===== src/rtl/buzzer_pkg.sv =====
// Shared types for the buzzer sound sequencer: event codes, note-table entry,
// sequence lengths and sequencer states.
package buzzer_pkg;

    localparam int unsigned HP_W       = 16;
    localparam int unsigned NOTE_DUR_W = 10;
    localparam int unsigned IDX_W      = 3;
    localparam int unsigned NOTE_W     = HP_W + NOTE_DUR_W + 1;

    localparam int unsigned LEN_CORRECT  = 2;
    localparam int unsigned LEN_WRONG    = 1;
    localparam int unsigned LEN_GAMEOVER = 6;

    typedef enum logic [1:0] {
        EV_NONE     = 2'd0,
        EV_CORRECT  = 2'd1,
        EV_WRONG    = 2'd2,
        EV_GAMEOVER = 2'd3
    } event_e;

    typedef struct packed {
        logic [HP_W-1:0]       half_period;
        logic [NOTE_DUR_W-1:0] dur_ticks;
        logic                  last;
    } note_t;

    typedef enum logic [1:0] {
        IDLE = 2'd0,
        LOAD = 2'd1,
        PLAY = 2'd2
    } state_e;

    // Clocks per half-period of a square wave at freq_hz; 0 Hz is a rest.
    function automatic logic [HP_W-1:0] half_period_of(input int unsigned clk_hz,
                                                       input int unsigned freq_hz);
        if (freq_hz == 0) begin
            return '0;
        end
        return HP_W'(clk_hz / (2 * freq_hz));
    endfunction

endpackage


===== src/rtl/buzzer_note_rom.sv =====
// Combinational note table: (event, note index) -> {half_period, dur_ticks, last}.
// Melodies are expressed in Hz so the table follows CLK_HZ.
module buzzer_note_rom
    import buzzer_pkg::*;
#(
    parameter int unsigned CLK_HZ = 50_000_000
) (
    input  logic [1:0]        ev,
    input  logic [IDX_W-1:0]  idx,
    output logic [NOTE_W-1:0] entry
);

    note_t entry_c;

    function automatic note_t note(input int unsigned freq_hz,
                                   input int unsigned dur,
                                   input logic        last);
        note_t n;
        n.half_period = half_period_of(CLK_HZ, freq_hz);
        n.dur_ticks   = NOTE_DUR_W'(dur);
        n.last        = last;
        return n;
    endfunction

    // Out-of-range lookups return a silent terminal entry.
    always_comb begin
        entry_c = note(0, 0, 1'b1);
        case (ev)
            EV_CORRECT: begin
                case (idx)
                    IDX_W'(0): entry_c = note(2000, 50, 1'b0);
                    IDX_W'(1): entry_c = note(2500, 50, 1'b1);
                    default:   entry_c = note(0, 0, 1'b1);
                endcase
            end
            EV_WRONG: begin
                case (idx)
                    IDX_W'(0): entry_c = note(500, 150, 1'b1);
                    default:   entry_c = note(0, 0, 1'b1);
                endcase
            end
            EV_GAMEOVER: begin
                case (idx)
                    IDX_W'(0): entry_c = note(1000, 300, 1'b0);
                    IDX_W'(1): entry_c = note(0,     50, 1'b0);
                    IDX_W'(2): entry_c = note(800,  300, 1'b0);
                    IDX_W'(3): entry_c = note(0,     50, 1'b0);
                    IDX_W'(4): entry_c = note(600,  300, 1'b0);
                    IDX_W'(5): entry_c = note(400,  600, 1'b1);
                    default:   entry_c = note(0, 0, 1'b1);
                endcase
            end
            default: entry_c = note(0, 0, 1'b1);
        endcase
    end

    assign entry = entry_c;

endmodule


===== src/rtl/buzzer_sound_sequencer.sv =====
// Buzzer sound sequencer: arbitrates game sound requests by fixed priority with
// preemption and plays note patterns. Define BUZZER_SEQ_MUTE_EN to add a `mute` input.
module buzzer_sound_sequencer
    import buzzer_pkg::*;
#(
    parameter int unsigned CLK_HZ   = 50_000_000,
    parameter int unsigned TICK_DIV = 50_000,
    parameter int unsigned DUR_W    = 10
) (
    input  logic        clk,
    input  logic        rst,
    input  logic        correct_hit,
    input  logic        wrong_hit,
    input  logic        game_over,
`ifdef BUZZER_SEQ_MUTE_EN
    input  logic        mute,
`endif
    output logic [15:0] tone_half_period,
    output logic        tone_en,
    output logic        busy,
    output logic [1:0]  cur_event
);

    localparam int unsigned PRE_W = (TICK_DIV > 1) ? $clog2(TICK_DIV) : 1;

    state_e             state;
    event_e             play_ev;
    logic [IDX_W-1:0]   note_idx;
    logic [PRE_W-1:0]   presc;
    logic [DUR_W-1:0]   dur;
    logic               is_last;
    logic [2:0]         pend;      // {game_over, wrong, correct}

    note_t              entry_c;
    event_e             top_ev_c;
    logic [2:0]         clr_c;
    logic               launch_c;
    logic               preempt_c;
    logic               wrap_c;
    logic               note_end_c;
    logic               mute_c;

`ifdef BUZZER_SEQ_MUTE_EN
    assign mute_c = mute;
`else
    assign mute_c = 1'b0;
`endif

    buzzer_note_rom #(
        .CLK_HZ (CLK_HZ)
    ) u_rom (
        .ev    (play_ev),
        .idx   (note_idx),
        .entry (entry_c)
    );

    // Highest pending request; it launches from IDLE or preempts an equal/lower sequence.
    always_comb begin
        top_ev_c = EV_NONE;
        clr_c    = 3'b000;
        if (pend[2]) begin
            top_ev_c = EV_GAMEOVER;
        end else if (pend[1]) begin
            top_ev_c = EV_WRONG;
        end else if (pend[0]) begin
            top_ev_c = EV_CORRECT;
        end
        launch_c  = (state == IDLE) && (top_ev_c != EV_NONE);
        preempt_c = (state != IDLE) && (top_ev_c != EV_NONE) && (top_ev_c >= play_ev);
        if (launch_c || preempt_c) begin
            case (top_ev_c)
                EV_GAMEOVER: clr_c = 3'b100;
                EV_WRONG:    clr_c = 3'b010;
                EV_CORRECT:  clr_c = 3'b001;
                default:     clr_c = 3'b000;
            endcase
        end
    end

    // Note ends on the tick that takes the duration to zero, so each note spans
    // its LOAD cycle plus dur_ticks*TICK_DIV PLAY cycles.
    assign wrap_c     = (presc == PRE_W'(TICK_DIV - 1));
    assign note_end_c = (dur == '0) || (wrap_c && (dur == DUR_W'(1)));

    always_ff @(posedge clk or posedge rst) begin
        if (rst) begin
            state            <= IDLE;
            play_ev          <= EV_NONE;
            note_idx         <= '0;
            presc            <= '0;
            dur              <= '0;
            is_last          <= 1'b0;
            pend             <= 3'b000;
            tone_half_period <= '0;
            tone_en          <= 1'b0;
            busy             <= 1'b0;
            cur_event        <= 2'd0;
        end else begin
            // A pulse arriving in the launch cycle re-arms its flag.
            pend <= (pend & ~clr_c) | {game_over, wrong_hit, correct_hit};

            case (state)
                IDLE: begin
                    tone_half_period <= '0;
                    tone_en          <= 1'b0;
                    busy             <= 1'b0;
                    cur_event        <= 2'd0;
                    if (launch_c) begin
                        play_ev  <= top_ev_c;
                        note_idx <= '0;
                        state    <= LOAD;
                    end
                end

                LOAD: begin
                    if (preempt_c) begin
                        play_ev  <= top_ev_c;
                        note_idx <= '0;
                    end else begin
                        tone_half_period <= entry_c.half_period;
                        tone_en          <= (entry_c.half_period != '0) && !mute_c;
                        busy             <= 1'b1;
                        cur_event        <= play_ev;
                        dur              <= DUR_W'(entry_c.dur_ticks);
                        is_last          <= entry_c.last;
                        presc            <= '0;
                        state            <= PLAY;
                    end
                end

                PLAY: begin
                    tone_en <= (tone_half_period != '0) && !mute_c;
                    if (preempt_c) begin
                        play_ev  <= top_ev_c;
                        note_idx <= '0;
                        state    <= LOAD;
                    end else if (note_end_c) begin
                        presc <= '0;
                        dur   <= '0;
                        if (is_last) begin
                            state <= IDLE;
                        end else begin
                            note_idx <= note_idx + IDX_W'(1);
                            state    <= LOAD;
                        end
                    end else if (wrap_c) begin
                        presc <= '0;
                        dur   <= dur - DUR_W'(1);
                    end else begin
                        presc <= presc + PRE_W'(1);
                    end
                end

                default: state <= IDLE;
            endcase
        end
    end

endmodule


===== config.mk =====
export PLATFORM = sky130hd
export DESIGN_NAME = buzzer_sound_sequencer
export DESIGN_NICKNAME = d
export VERILOG_FILES = /design/src/rtl/buzzer_pkg.sv /design/src/rtl/buzzer_note_rom.sv /design/src/rtl/buzzer_sound_sequencer.sv
export SDC_FILE = /design/constraint.sdc
export NUM_CORES = 1
export LEC_CHECK = 0
export ABC_AREA = 1
export CAP_MARGIN = 20
export CORE_ASPECT_RATIO = 0.75
export CORE_MARGIN = 2
export CORE_UTILIZATION = 59
export CTS_CLUSTER_DIAMETER = 60
export DETAILED_ROUTE_END_ITERATION = 8
export PLACE_DENSITY = 0.81
export SYNTH_ARGS = -nofsm -noshare
export SYNTH_HDL_FRONTEND = slang
export SYNTH_HIERARCHICAL = 1
export SYNTH_SLANG_ARGS = --single-unit
export TNS_END_PERCENT = 20

===== constraint.sdc =====
create_clock -name clk -period 2.6 [get_ports clk]
set_input_delay 0.39 -clock clk [delete_from_list [all_inputs] [get_ports clk]]
set_output_delay 0.39 -clock clk [all_outputs]
set_load 0.02 [all_outputs]

Word level (Yosys, flattened, before mapping)
Index checks and enable logic that the tools add are counted.
- flip-flop bits (word level): 57
- input port bits: 5
- ROM bits: 0
- bits in latches: 0
- memories kept: 0
- bits in writable memories: 0
- equal/unequal tests: 23
- div/mod/pow operators: 0
- mux-type cells: 42
- bitwise operators: 4
- reductions and logical operators: 27
- add/sub/neg operators: 3
- multipliers: 0
- magnitude comparators: 1
- shifts and indexed selects: 0
- operator list (operator ; number):
    one-hot mux 27 bit (5 select lines) ; 1
    one-hot mux 27 bit (3 select lines) ; 1
    2-to-1 mux 16 bit ; 5
    one-hot mux 16 bit (2 select lines) ; 2
    one-hot mux 25 bit (2 select lines) ; 1
    2-to-1 mux 10 bit ; 4
    nonzero test 16 bit ; 2
    2-to-1 mux 27 bit ; 1
    one-hot mux 10 bit (2 select lines) ; 1
    2-to-1 mux 2 bit ; 9
    2-to-1 mux 3 bit ; 6
    one-hot mux 3 bit (3 select lines) ; 2
    adder 16 x 1 -> 16 bit (second input constant) ; 1
    == test 16 bit (second input constant) ; 1
    == test 10 x 1 -> 1 bit (second input constant) ; 1
    == test 2 bit (second input constant) ; 5
    logical NOT 10 bit ; 1
    nonzero test 2 bit ; 5
    subtractor 10 x 1 -> 10 bit (second input constant) ; 1
    != test 3 bit (second input constant) ; 3
    AND reduction 3 bit ; 3
    != test 2 bit (second input constant) ; 4
    one-hot mux 2 bit (2 select lines) ; 2
    == test 2 x 1 -> 1 bit (second input constant) ; 3
    other kinds (23) ; 35

Longest topological paths before layout
- depth after elaboration: 11
- depth in mapped cells: 15
- mapped depth without buffers: 14

Modules after synthesis
Netlist, hierarchy kept.
- modules (own cells, without submodules) (module ; area each (um2) ; instances ; cells an instance ; sequential area each (um2)):
    buzzer_sound_sequencer ; 3503.4 ; 1 ; 475 ; 1426.4
    buzzer_note_rom ; 354.1 ; 1 ; 72 ; 0.0

Least setup slack after synthesis
Ideal clock, no wire load.
- kind: flip-flop to flip-flop
- from: register pend[1]
- to: register presc[2]
- required time: 2.477 ns
- buffers on the path: 2
- setup time: 0.123 ns
- stages on the path, launching flop included: 14
- arrival: 1.775 ns
- slack: 0.702 ns
- cell sequence: dfrtp_1 > nor2_4 > inv_1 > ha_1 > nand2_1 > nand3_1 > nand3_4 > o21ai_2 > inv_4 > nand2_4 > buf_8 > buf_12 > nand2_2 > nor2_2
- cells in the longest elaborated chain, start to end: 7
- ends and longest elaborated chain (element ; line ; RTL):
    start, declared ; buzzer_sound_sequencer.sv:32 ; logic [2:0] pend;
    start signal, assigned ; buzzer_sound_sequencer.sv:100 ; pend <= (pend & ~clr_c) | {game_over, wrong_hit, correct_hit};
    2-to-1 mux 2 bit (*) ; buzzer_sound_sequencer.sv:63 ; end else if (pend[1]) begin
    2-to-1 mux 2 bit (*) ; buzzer_sound_sequencer.sv:61 ; if (pend[2]) begin
    via top_ev_c[1] ; buzzer_sound_sequencer.sv:35 ; event_e top_ev_c;
    parallel branches: the longest is 2 deep, another holds greater-or-equal comparator 2 bit ; -- ;
    logical AND 1 bit (*) ; buzzer_sound_sequencer.sv:69 ; preempt_c = (state != IDLE) && (top_ev_c != EV_NONE) && (top_ev_c >= play_ev);
    != test 2 bit (no source line) ; -- ;
    AND reduction 3 bit (no source line) (*) ; -- ;
    end signal, assigned ; buzzer_sound_sequencer.sv:150 ; presc <= presc + PRE_W'(1);
    end, declared ; buzzer_sound_sequencer.sv:29 ; logic [PRE_W-1:0] presc;
Mark *: on every way through the listed nets, which the timed path passes.
A chain may end at the register's enable or synchronous reset.

Final worst setup path
- from: register pend[1]
- to: register dur[7]
- cells in the longest elaborated chain, start to end: 7
- ends and longest elaborated chain (element ; line ; RTL):
    2-to-1 mux 2 bit (*) ; buzzer_sound_sequencer.sv:63 ;
    2-to-1 mux 2 bit (*) ; buzzer_sound_sequencer.sv:61 ;
    via top_ev_c[1] ; buzzer_sound_sequencer.sv:35 ;
    parallel branches: the longest is 2 deep, another holds greater-or-equal comparator 2 bit ; -- ;
    logical AND 1 bit (*) ; buzzer_sound_sequencer.sv:69 ;
    != test 2 bit (no source line) ; -- ;
    AND reduction 4 bit (no source line) (*) ; -- ;
    end signal, assigned ; buzzer_sound_sequencer.sv:124 ; dur <= DUR_W'(entry_c.dur_ticks);
    end signal, assigned ; buzzer_sound_sequencer.sv:148 ; dur <= dur - DUR_W'(1);
    end, declared ; buzzer_sound_sequencer.sv:30 ; logic [DUR_W-1:0] dur;
Marks and branches as above.

==> flow_summary.json <==
{
  "ant_nets": 0,
  "timing.final.crit_share_pct": 90.2,
  "holdWs_ps": 403,
  "via_count": 3504,
  "dpl.cell_count": 643,
  "timing.max_cap.violations": 0,
  "setup_violations": 0,
  "yosysTopAreaCell": "dfrtp_1",
  "clock_latency_ps": 340,
  "cts-resized-gates": 0,
  "synthCells": 547,
  "htree_levels": 3,
  "outcome": "finished, final reports clean",
  "postCtsSetupRepairBufs": 0,
  "cp.arrival_ps": 2600,
  "syn_area_per_cell_um2": 7.05,
  "layout-drive-gt1-share_pct": 12.8,
  "num_rows": 25,
  "power.leakage_nw": 2.21,
  "yosys_warnings": 6,
  "first_pass_iters": 5,
  "fin_worst_skew_ps": 13.4,
  "grt_pass1_wl_um": 14800,
  "antenna_found_initial": 0,
  "gp_congestion": 0.904,
  "grt_start_max_net_pins": 35,
  "ios": 25,
  "power.density_nw_per_um2": 1170,
  "crit_required_ps": 2860,
  "drt_iter0_markers": 278,
  "startpoint_type": "register",
  "final_cell_mix": "nand2_1 (127), inv_1 (91), nor2_1 (78), dfrtp_1 (57), nand3_1 (38)",
  "root_buffer": "clkbuf_8",
  "coreArea_um2": 6320,
  "fmaxAchievable_mhz": 427,
  "dieArea_um2": 7210,
  "tightest_slew_ps": 520,
  "fin_tns_setup_ps": 0,
  "grt_pass1_vias": 3226,
  "routedWlPerCell_um": 12.9,
  "diodes": 0,
  "dp_slack_ps": 348,
  "grt.overflow.total": 0,
  "cts_hold_buf": 0,
  "cts_buffer_depth": 2,
  "viasPerCell": 5.32,
  "routed_wirelength_um": 8500,
  "syn_area_um2": 3860,
  "clkSinkCount": 57,
  "post_dp_cell_area_um2": 4130,
  "synthToLayoutAreaGrowth_pct": 12.5,
  "ir_worst_vdd_v": 0.000755,
  "numPortBuffers": 24,
  "die_y_um": 74.0,
  "clk_pin_slew_ps": 80,
  "fin_area_um2": 4340,
  "finalHoldViolCount": 0,
  "grt.total_usage_pct": 25.5,
  "fillers": 514,
  "netlist.area_leader.share_pct": 37.0,
  "layout_commonest_cell": "nand2_1",
  "die_w_um": 97.4,
  "ys_ff_latch": 57,
  "cp_max_fo": 20,
  "endpoint_kind": "register",
  "drc": 0,
  "rsz0062_at_grt": "false",
  "synthTopCellsByArea": "dfrtp_1 (37%), nand2_1 (12%), inv_1 (9.0%)",
  "finalWorstSetupSlack_ps": 256,
  "initial_utilization_pct": 61.0,
  "yosysSeqAreaShare_pct": 37.0,
  "hpwlAfterDp_um": 6280,
  "fin_nets": 588,
  "yosysUniqueCellTypes": 38,
  "fin_crit_ps": 2340,
  "final_cells": 659,
  "critPathKind": "register to register",
  "min_path_type": "input port to asynchronous set/reset pin",
  "cts_buffers": 9,
  "slew-limit-headroom_pct": 65.3,
  "slew_viol_final": 0,
  "cts_tree": "built"
}
critical path, cell delays in order, from the launching register on:
cell	delay, ps
dfrtp_1	440
nor2_4	180
inv_1	60
ha_1	300
nand2_1	110
nand3_1	150
nand3_4	120
o21ai_2	90
inv_4	160
nand2_4	210
inv_2	240
nor2_1	60
a21oi_1	120
cell families (layout without fill, tap and decap cells):
family,after synthesis,count (layout),share of synthesized area [%]
buf+inv,114,144,12.8
xor+xnor,8,8,1.82
other cells,1,2,0.0972
simple gates,306,306,36.9
compound gates,50,50,7.91
mux,1,1,0.259
flops,57,57,37.0
fa+ha+maj,10,10,3.24
layer usage:
layer / up-vias / routed length, µm / GRT usage, % / part of all wire [%]
met5: - / 0 / 0 / 0
met4: 0 / 110 / 7.56 / 1.3
met3: 12 / 585 / 6.02 / 6.9
met2: 125 / 3660 / 38.8 / 43
met1: 1605 / 4150 / 36.9 / 49
li1: 1762 / - / - / -
path summary, 6_finish.rpt:
kind	start	to	slack, ps	cells past startpoint
min in group clk	tone_en	tone_en	500	2
max in group asynchronous	rst	note_idx[0]	1620	3
worst max-delay path	pend[1]	dur[7]	260	12
worst min-delay path	rst	tone_half_period[9]	400	2
worst max register to register	pend[1]	dur[7]	260	12
worst min register to register	tone_en	tone_en	500	2
where the power goes:
group          total [mW]  switching (mW)  leakage, nW  internal (mW)
Clock               0.902           0.368        0.106          0.534
Sequential           1.39           0.248        0.744           1.15
Combinational        2.78            1.82         1.37          0.966
Total                5.08            2.43         2.21           2.65
cell usage after synthesis (all sizes together):
| library cell | number |
|---|---|
| nand3 | 44 |
| nor2 | 91 |
| o21ai | 18 |
| nand3b | 1 |
| conb | 1 |
| xor2 | 6 |
| buf | 12 |
| clkbuf | 2 |
| nand4 | 17 |
| a21oi | 11 |
| o21a | 1 |
| a21o | 1 |
| nand2 | 147 |
| a21boi | 1 |
| mux2i | 1 |
| nor3 | 5 |
| or2 | 1 |
| o22ai | 16 |
| inv | 100 |
| ha | 10 |
| o21bai | 2 |
| xnor2 | 2 |
| dfrtp | 57 |
through the flow:
| stage | power [mW] | util (%) |
|---|---|---|
| 6_report | 5.08 | 68.7 |
| 5_1_grt | 5.50 | 68.7 |
| 4_1_cts | 5.07 | 68.7 |
| 3_5_place_dp | 4.13 | 65.4 |
| 3_3_place_gp | 4.03 | 65.4 |
| 2_1_floorplan | 3.57 | - |
flip-flops by register name (all words and copies together), names as in the netlist:
| register | flops |
|---|---|
| presc | 16 |
| tone_half_period | 16 |
| dur | 10 |
| note_idx | 3 |
| pend | 3 |
| cur_event | 2 |
| play_ev | 2 |
| state | 2 |
| busy | 1 |
| is_last | 1 |
| tone_en | 1 |
layout make-up:
type / instances / area [µm²] / share of cell area [%]
Timing Repair Buffer: 28 / 283 / 6.51
Sequential cell: 57 / 1430 / 32.9
Tap cell: 81 / 101 / 2.33
Clock buffer: 10 / 128 / 2.94
Multi-Input combinational cell: 377 / 1940 / 44.7
Clock inverter: 6 / 82.6 / 1.90
Inverter: 100 / 378 / 8.71
Power figures use the tool's default switching activity.
==> RTL change: new RTL, same flow settings <==
Re-encode `state_e` (3 states) as one-hot, 3 bits wide.
--- a/src/rtl/buzzer_pkg.sv
+++ b/src/rtl/buzzer_pkg.sv
@@ -25,8 +25,8 @@
     } note_t;
 
-    typedef enum logic [1:0] {
-        IDLE = 2'd0,
-        LOAD = 2'd1,
-        PLAY = 2'd2
+    typedef enum logic [2:0] {
+        IDLE = 3'b001,
+        LOAD = 3'b010,
+        PLAY = 3'b100
     } state_e;
 
Formal check against the unedited RTL: same outputs for any inputs over 10 cycles, from zero or initial values and one cycle with rst high; not proved beyond that.
==> RTL change against the unedited design <==
Critical path depth unchanged. Count of clock-buffer cells in the layout down 1. Clock power up 3.2%. Die area down 6.7%. Worst setup slack worse by 0.0072 ns. Sequential share of layout area up 2.2 points. Sequential cell count up 1. Total power down 12%. Design area down 4.5%. Wire length down 4.4%. Area after synthesis down 7.0%. Largest power group unchanged. Highest routed layer unchanged.
==> RTL change: results (changes against the unedited design) <==
postcts setup bufs=0 (unchanged); post-synthesis compound-gate area fraction=6.49% (-1.4 points); Clock Skews=0.00621 ns (-0.00721 ns); Non-clock buffers=31 (+11%); sequential cell area=0.00145 mm^2 (+1.9%); first-pass GRT wire length=13.9 mm (-6.2%); nets@finish=545 (-7.3%); xor-xnor portion of the synthesized cell area=1.46% (-0.35 points); Synth area leaders=dfrtp_1 (40%), nand2_1 (12%), nand3_1 (9.2%); share of layout cells above drive strength 1=10.9% (-1.9 points); Starting DRT DRC Count=293 (+5.4%); crit-path max cell delay=0.39 ns (-0.05 ns); VDD IR max=0.700 mV (-7.2%); status=finished clean; Synth cell types=40 (+5.3%); Buffers on Ports=24 (unchanged); Pwr Density=1080 mW/mm^2 (-7.7%); synthesized area per cell=7.12 um^2 (+0.93%); worst hold slack=0.380 ns (-0.0237 ns); wire per inst=13.2 um (+2.1%); Cells after DPL=601 (-6.5%); RePlAce Congestion=0.892 (-1.3%); post-DP HPWL=5.98 mm (-4.8%); Fillers=513 (-0.19%); Pre-antenna DRT Iters=6 (+1); RR Endpoint=dur[8]$_DFFE_PP0P_; CTS sink count=58 (+1.8%); largest net degree at the start of global routing=27 (-23%); Worst EP arrival=2.61 ns (about the same); Post-DP Area=0.00392 mm^2 (-5.1%); Seq/Total Area, Yosys=40.5% (+3.5 points); Final non-clock buffer share=7.36% (+0.85 points); ClkCell Share=5.22% (+0.38 points); Adder-Cell Fraction of Synth Area=2.09% (-1.2 points); number of global-route vias before repair=3,050 (-5.5%); area of the multi-input gates=0.00178 mm^2 (-8.6%); Via Count=3,406 (-2.8%); Crit Path Max Fanout=19 (-5.0%); Setup WS pre-CTS=0.120 ns (-0.228 ns); clock-pin slew on the worst setup and hold paths=0.07 ns; Multi-In Gates=356 (-5.6%); Post-synth top cells=nand2_1 (110), nor2_1 (83), inv_1 (71); LEAKAGE=0.00214 uW (-3.2%); n_taps=78 (-3.7%); Routed WL=8.13 mm (-4.4%); mux share of post-synthesis cell area=0.314% (+0.054 points); Period Utilization, post-route=90.4% (+0.28 points)
## RTL change: cell count changes after synthesis, moves of 4 or more
cell / unedited run / this run
nand3_1: 38 / 66
inv_1: 92 / 71
nand2_1: 127 / 110
o22ai_1: 16 / 0
nand2_2: 17 / 4
a21oi_1: 7 / 18
nand4_1: 17 / 7
nor4_1: 0 / 8
nor2_2: 10 / 4
clkbuf_1: 2 / 7
nor2_1: 78 / 83
a21oi_2: 4 / 0
ha_1: 10 / 6
nor3_1: 5 / 1
## RTL change: where the power goes
part / leakage (uW) / internal (uW) / switching [uW]
Combinational: 0.00127 / 759 / 1370
Clock: 0.000113 / 539 / 392
Sequential: 0.000756 / 1160 / 252
## RTL change: routing by layer
layer / vias to the layer above / GRT usage (%) / wire length [um]
met5: - / 0 / 0
met4: 0 / 7.57 / 87
met3: 10 / 6.31 / 661
met2: 147 / 38.5 / 3560
met1: 1587 / 38.8 / 3830
li1: 1662 / - / -
